File: config.mk
export PLATFORM = sky130hd
export DESIGN_NAME = regfile_param_dump
export DESIGN_NICKNAME = d
export VERILOG_FILES = /design/src/rtl/regfile_param_dump.sv
export SDC_FILE = /design/constraint.sdc
export NUM_CORES = 1
export LEC_CHECK = 0
export CORE_MARGIN = 1
export CORE_UTILIZATION = 30
export CTS_BUF_LIST = sky130_fd_sc_hd__clkbuf_8
export DETAILED_ROUTE_END_ITERATION = 12
export PLACE_DENSITY = 0.57
export SLEW_MARGIN = 25
export SYNTH_ARGS = -nofsm -noshare
export SYNTH_HDL_FRONTEND = slang
export SYNTH_SLANG_ARGS = --single-unit
File: constraint.sdc
create_clock -name clock -period 3.6 [get_ports clock]
set_clock_uncertainty 0.05 [all_clocks]
set_input_delay 0.54 -clock clock [delete_from_list [all_inputs] [get_ports clock]]
set_output_delay 0.54 -clock clock [all_outputs]
set_load 0.05 [all_outputs]
File: src/rtl/regfile_param_dump.sv
`default_nettype none
// ============================================================================
// Module      : regfile_param_dump
// Description : Parametrised general-purpose register file (WIDTH x DEPTH)
//               with two registered read ports, one write port with an
//               optional register-pair write, a flat all_registers view and
//               a valid/ready debug-dump sequencer that streams every
//               register out, one register per accepted beat.
// Ports       : clock, clr_n (async active-low reset)
//               RA1, RA2 / RD1, RD2       registered read ports
//               WA, RegWrite, PairWrite,
//               WD, WD_hi                 write port (WD_hi = pair high half)
//               dump_start, dump_ready    dump request / sink back-pressure
//               dump_valid, dump_addr,
//               dump_data, dump_busy,
//               dump_done                 dump stream and status
//               all_registers             flat storage view, reg i at
//                                         [i*WIDTH +: WIDTH]
// Options     : define REGFILE_BYPASS_EN to make read ports and dump beats
//               capture data written at the same edge (write-through).
// Revision    : 1.0 - initial release
// ============================================================================
module regfile_param_dump #(
    parameter int WIDTH  = 8,
    parameter int DEPTH  = 32,
    parameter int ADDR_W = 5
) (
    input  logic                     clock,
    input  logic                     clr_n,
    input  logic [ADDR_W-1:0]        RA1,
    input  logic [ADDR_W-1:0]        RA2,
    input  logic [ADDR_W-1:0]        WA,
    input  logic                     RegWrite,
    input  logic                     PairWrite,
    input  logic [WIDTH-1:0]         WD,
    input  logic [WIDTH-1:0]         WD_hi,
    output logic [WIDTH-1:0]         RD1,
    output logic [WIDTH-1:0]         RD2,
    input  logic                     dump_start,
    input  logic                     dump_ready,
    output logic                     dump_valid,
    output logic [ADDR_W-1:0]        dump_addr,
    output logic [WIDTH-1:0]         dump_data,
    output logic                     dump_busy,
    output logic                     dump_done,
    output logic [DEPTH*WIDTH-1:0]   all_registers
);

    // Dump sequencer states
    localparam logic [0:0] c_st_idle = 1'b0;
    localparam logic [0:0] c_st_send = 1'b1;

    localparam logic [ADDR_W-1:0] c_last_idx = ADDR_W'(DEPTH - 1);

    // Storage kept as a packed array so the flat view is a direct alias.
    logic [DEPTH-1:0][WIDTH-1:0] r_mem;
    logic [DEPTH-1:0][WIDTH-1:0] w_next;   // storage contents after this edge
    logic [DEPTH-1:0][WIDTH-1:0] w_rd_src; // what reads/dump sample from

    logic [WIDTH-1:0]  r_rd1;
    logic [WIDTH-1:0]  r_rd2;
    logic [0:0]        r_state;
    logic [ADDR_W-1:0] r_ptr;
    logic [WIDTH-1:0]  r_dump_data;
    logic              r_dump_valid;
    logic              r_dump_busy;
    logic              r_dump_done;

    logic [ADDR_W-1:0] w_dump_rd_addr;
    logic [WIDTH-1:0]  w_dump_rd_data;

    // Address decode by full comparison against each implemented index, so
    // addresses at or above DEPTH match nothing: writes drop, reads give 0.
    function automatic logic [WIDTH-1:0] f_read(
        input logic [ADDR_W-1:0]             addr,
        input logic [DEPTH-1:0][WIDTH-1:0]   src
    );
        f_read = '0;
        for (int i = 0; i < DEPTH; i++) begin
            if (addr == ADDR_W'(i)) begin
                f_read = src[i];
            end
        end
    endfunction

    // Next storage state. A pair write targets the even/odd couple sharing
    // WA's upper bits; since DEPTH is even a pair is either fully in range
    // or fully out of range.
    always_comb begin
        w_next = r_mem;
        if (RegWrite) begin
            for (int i = 0; i < DEPTH; i++) begin
                if (PairWrite) begin
                    if ((WA >> 1) == (ADDR_W'(i) >> 1)) begin
                        w_next[i] = ((i % 2) == 1) ? WD_hi : WD;
                    end
                end else if (WA == ADDR_W'(i)) begin
                    w_next[i] = WD;
                end
            end
        end
    end

`ifdef REGFILE_BYPASS_EN
    assign w_rd_src = w_next;
`else
    assign w_rd_src = r_mem;
`endif

    // Register the dump samples on this edge: reg[0] when starting,
    // reg[ptr+1] when a beat is being accepted.
    assign w_dump_rd_addr = (r_state == c_st_idle) ? '0 : (r_ptr + 1'b1);
    assign w_dump_rd_data = f_read(w_dump_rd_addr, w_rd_src);

    always_ff @(posedge clock or negedge clr_n) begin
        if (!clr_n) begin
            r_mem        <= '0;
            r_rd1        <= '0;
            r_rd2        <= '0;
            r_state      <= c_st_idle;
            r_ptr        <= '0;
            r_dump_data  <= '0;
            r_dump_valid <= 1'b0;
            r_dump_busy  <= 1'b0;
            r_dump_done  <= 1'b0;
        end else begin
            r_mem       <= w_next;
            r_rd1       <= f_read(RA1, w_rd_src);
            r_rd2       <= f_read(RA2, w_rd_src);
            r_dump_done <= 1'b0;

            case (r_state)
                c_st_idle: begin
                    if (dump_start) begin
                        r_ptr        <= '0;
                        r_dump_data  <= w_dump_rd_data;
                        r_dump_valid <= 1'b1;
                        r_dump_busy  <= 1'b1;
                        r_state      <= c_st_send;
                    end
                end
                c_st_send: begin
                    // dump_valid is always high here; without ready the beat
                    // simply holds, independent of writes to that register.
                    if (dump_ready) begin
                        if (r_ptr == c_last_idx) begin
                            r_dump_valid <= 1'b0;
                            r_dump_busy  <= 1'b0;
                            r_dump_done  <= 1'b1;
                            r_state      <= c_st_idle;
                        end else begin
                            r_ptr       <= r_ptr + 1'b1;
                            r_dump_data <= w_dump_rd_data;
                        end
                    end
                end
                default: begin
                    r_state <= c_st_idle;
                end
            endcase
        end
    end

    assign RD1           = r_rd1;
    assign RD2           = r_rd2;
    assign dump_valid    = r_dump_valid;
    assign dump_addr     = r_ptr;
    assign dump_data     = r_dump_data;
    assign dump_busy     = r_dump_busy;
    assign dump_done     = r_dump_done;
    assign all_registers = r_mem;

endmodule
`default_nettype wire
==> impl_metrics.env, run 1 <==
export IMPL_status="complete, no violations"
export IMPL_yosys_register_bits=288
export IMPL_cts_root_buf="clkbuf_8"
export IMPL_worstSkewPairLatency_ps=690
export IMPL_ys_flop_type="dfrtp_1"
export IMPL_vias=22300
export IMPL_ys_seq_area_share_pct=37.7
export IMPL_wl_met2_mm=53.2
export IMPL_setup_slack_ps=232
export IMPL_grt_max_degree=89
export IMPL_wl_per_cell_um=38.2
export IMPL_r2r_start="dump_addr[0]"
export IMPL_synth_largest_area_cell="dfrtp_1"
export IMPL_rsz0062_at_grt="false"
export IMPL_hpwlAfterDp_mm=99.3
export IMPL_synth_edf_count=0
export IMPL_synth_most_common_cell="dfrtp_1"
export IMPL_netlist_area_um2=19100
export IMPL_drv_slew=0
export IMPL_io_pins=325
export IMPL_critical_path_class="reg -> reg"
export IMPL_fp_dieW_um=254
export IMPL_gp_congestion=1.04
export IMPL_power_uw=21900
export IMPL_drt_iter0_drc=3548
export IMPL_multiInputGateArea_um2=11000
export IMPL_fin_area_um2=25300
export IMPL_cts_setup_buffers=0
export IMPL_seq_area_um2=7210
export IMPL_yosys_top_cells_count="dfrtp_1, nor2_1, a21oi_1"
export IMPL_setup_viol=0
export IMPL_final_cells=3413
export IMPL_hold_violations=0
export IMPL_crit_required_ps=4110
export IMPL_leakage_uw=0.0102
export IMPL_yosysTopAreaCellShare_pct=37.7
export IMPL_hold_class="in -> async"
export IMPL_dr_pass1_iters=6
export IMPL_r2r_slack_ps=230
export IMPL_portBuffers=324
export IMPL_worstPathArrival_ps=3880
export IMPL_ys_warn_count=0
export IMPL_drc=0
export IMPL_clockBufferDepth=3
export IMPL_cts_sinks=288
export IMPL_ys_types=82
export IMPL_die_height_um=254
export IMPL_numCtsBuffers=52
export IMPL_die_area_um2=64700
export IMPL_min_period_ps=3370
export IMPL_postSynthAreaPerCell_um2=8.94
export IMPL_post_route_util_pct=40.2
export IMPL_start_util_pct=30.4
export IMPL_peakVddDrop_uv=449
export IMPL_synth_cells=2138
export IMPL_maxCapViolCount=0
export IMPL_path_clk_slew_ps=70
export IMPL_grt_pass1_vias=21000
export IMPL_area_growth_pct=32.5
export IMPL_r2r_cells=9
export IMPL_routed_wl_mm=130
export IMPL_max_slew_margin_pct=31.3
export IMPL_post_route_period_util_pct=93.6
export IMPL_layout_nets=2557
export IMPL_endpoint_kind="register"
export IMPL_place_area_um2=24200
export IMPL_rows=92
export IMPL_globalRouteOverflowTotal=0
export IMPL_maxUsedRoutingLayer="met5"
export IMPL_placedCellCount=3309
export IMPL_drive_gt1_share_pct=19.5
export IMPL_drt_met1_wl_mm=55.1
export IMPL_htree_levels=2
export IMPL_crit_fanout=15
export IMPL_yosys_top_cells_area="dfrtp_1, mux2_2, a21oi_1, nor2_1, o21ai_0"
export IMPL_antenna_found_initial=12
export IMPL_met3WireLength_mm=16.6
export IMPL_worst_slew_pin_slew_ps=1020
export IMPL_viasPerCell=6.54
export IMPL_fmax_mhz=297
export IMPL_grt_pass1_wl_mm=176
export IMPL_async_flop_share_pct=100
export IMPL_coreArea_um2=63000
export IMPL_syn_nets=2177
export IMPL_pre_cts_slack_ps=16.5
export IMPL_powerDensity_nw_per_um2=867
export IMPL_start_kind="register"
export IMPL_antenna_left=0
export IMPL_reg2reg_to="dump_data[2]"
export IMPL_grt_usage_pct=39.6
export IMPL_cts_tree="built"
export IMPL_fillers=6356
[critical path, stage by stage, from the launching register on]
cell and delay, ps:
dfrtp_2 420, ha_2 640, nand2b_1 190, nand2_1 370, a221oi_1 490, o22ai_1 200, a211oi_1 230, buf_4 170
o211ai_1 130, a221o_1 360
[power breakdown]
group | internal, uW | leakage, uW | switching (uW)
combinational | 4110 | 0.00605 | 7860
sequential | 4020 | 0.00349 | 2530
clock | 1850 | 0.000638 | 1580
[registers in the layout, indices dropped and copies added, names as in the netlist]
register,flops
dump_busy,1
dump_data,8
RD1,8
RD2,8
dump_done,1
all_registers,256
dump_addr,5
r_state,1
[layout make-up]
type	count	share of cell area [%]
multi-input combinational	1635	43.6
sequential	288	28.5
timing repair buffer	513	18.8
tap	846	4.18
clock buffer	64	3.48
clock inverter	32	1.01
inverter	28	0.415
antenna	7	0.0692
[how the worst max path moves through the flow]
stage	depth (start not counted)	startpoint	to	slack, ps
2_1_floorplan	13	dump_addr[1]	dump_data[4]	20
3_3_place_gp	9	RA2[4]	RD2[5]	-10
3_5_place_dp	9	RA2[4]	RD2[5]	20
4_1_cts	10	dump_addr[0]	dump_data[5]	320
5_1_grt	9	dump_addr[0]	dump_data[2]	150
6_report	9	dump_addr[0]	dump_data[2]	230
[routing by layer]
metal | GRT usage [%] | up-vias
li1 | - | 8872
met5 | 1.05 | -
met1 | 56.8 | 11400
met4 | 14.4 | 10
met3 | 12.2 | 298
met2 | 55.2 | 1765
[cell usage in the layout (no fill, tap or decap), types with 60 or more instances in the layout]
master	Yosys	final
buf_4	5	184
clkbuf_8	0	64
clkdlybuf4s50_1	0	319
nor2_1	235	235
o21ai_0	170	170
mux2_2	157	157
a21oi_1	220	220
dfrtp_1	288	287
nand2_1	148	148
mux2i_1	68	60
[cell families after synthesis]
logic type | Yosys count | share of synthesized area (%)
buffers and inverters | 215 | 4.70
AOI/OAI and AO/OA | 775 | 26.5
and+or+nand+nor | 601 | 14.6
muxes | 255 | 16.3
adders and majority gates | 2 | 0.131
xor gates and xnor gates | 2 | 0.131
DFF | 288 | 37.7
[metrics by stage]
stage | setup TNS, ps | hold slack, ps
finish | 0 | 418
global route | 0 | 452
CTS | 0 | 396
detailed placement | 0 | 476
global placement | -11.0 | 466
floorplan | 0 | 194
[timing repair]
| item | 4_1_cts | 5_1_grt |
|---|---|---|
| setup endpoints to repair | 0 | 0 |
| hold buffers | 1 | 0 |
| resized for setup | 0 | 0 |
| endpoints found under the hold margin | 82 | 0 |
Note: power is estimated with default switching activity, not from simulation.
==> run 2: changes to the inputs <==
Settings changed: SLEW_MARGIN 25 to 20.
==> results of run 2 <==
No change in the layout: final DEF, timing and power equal those of run 1.
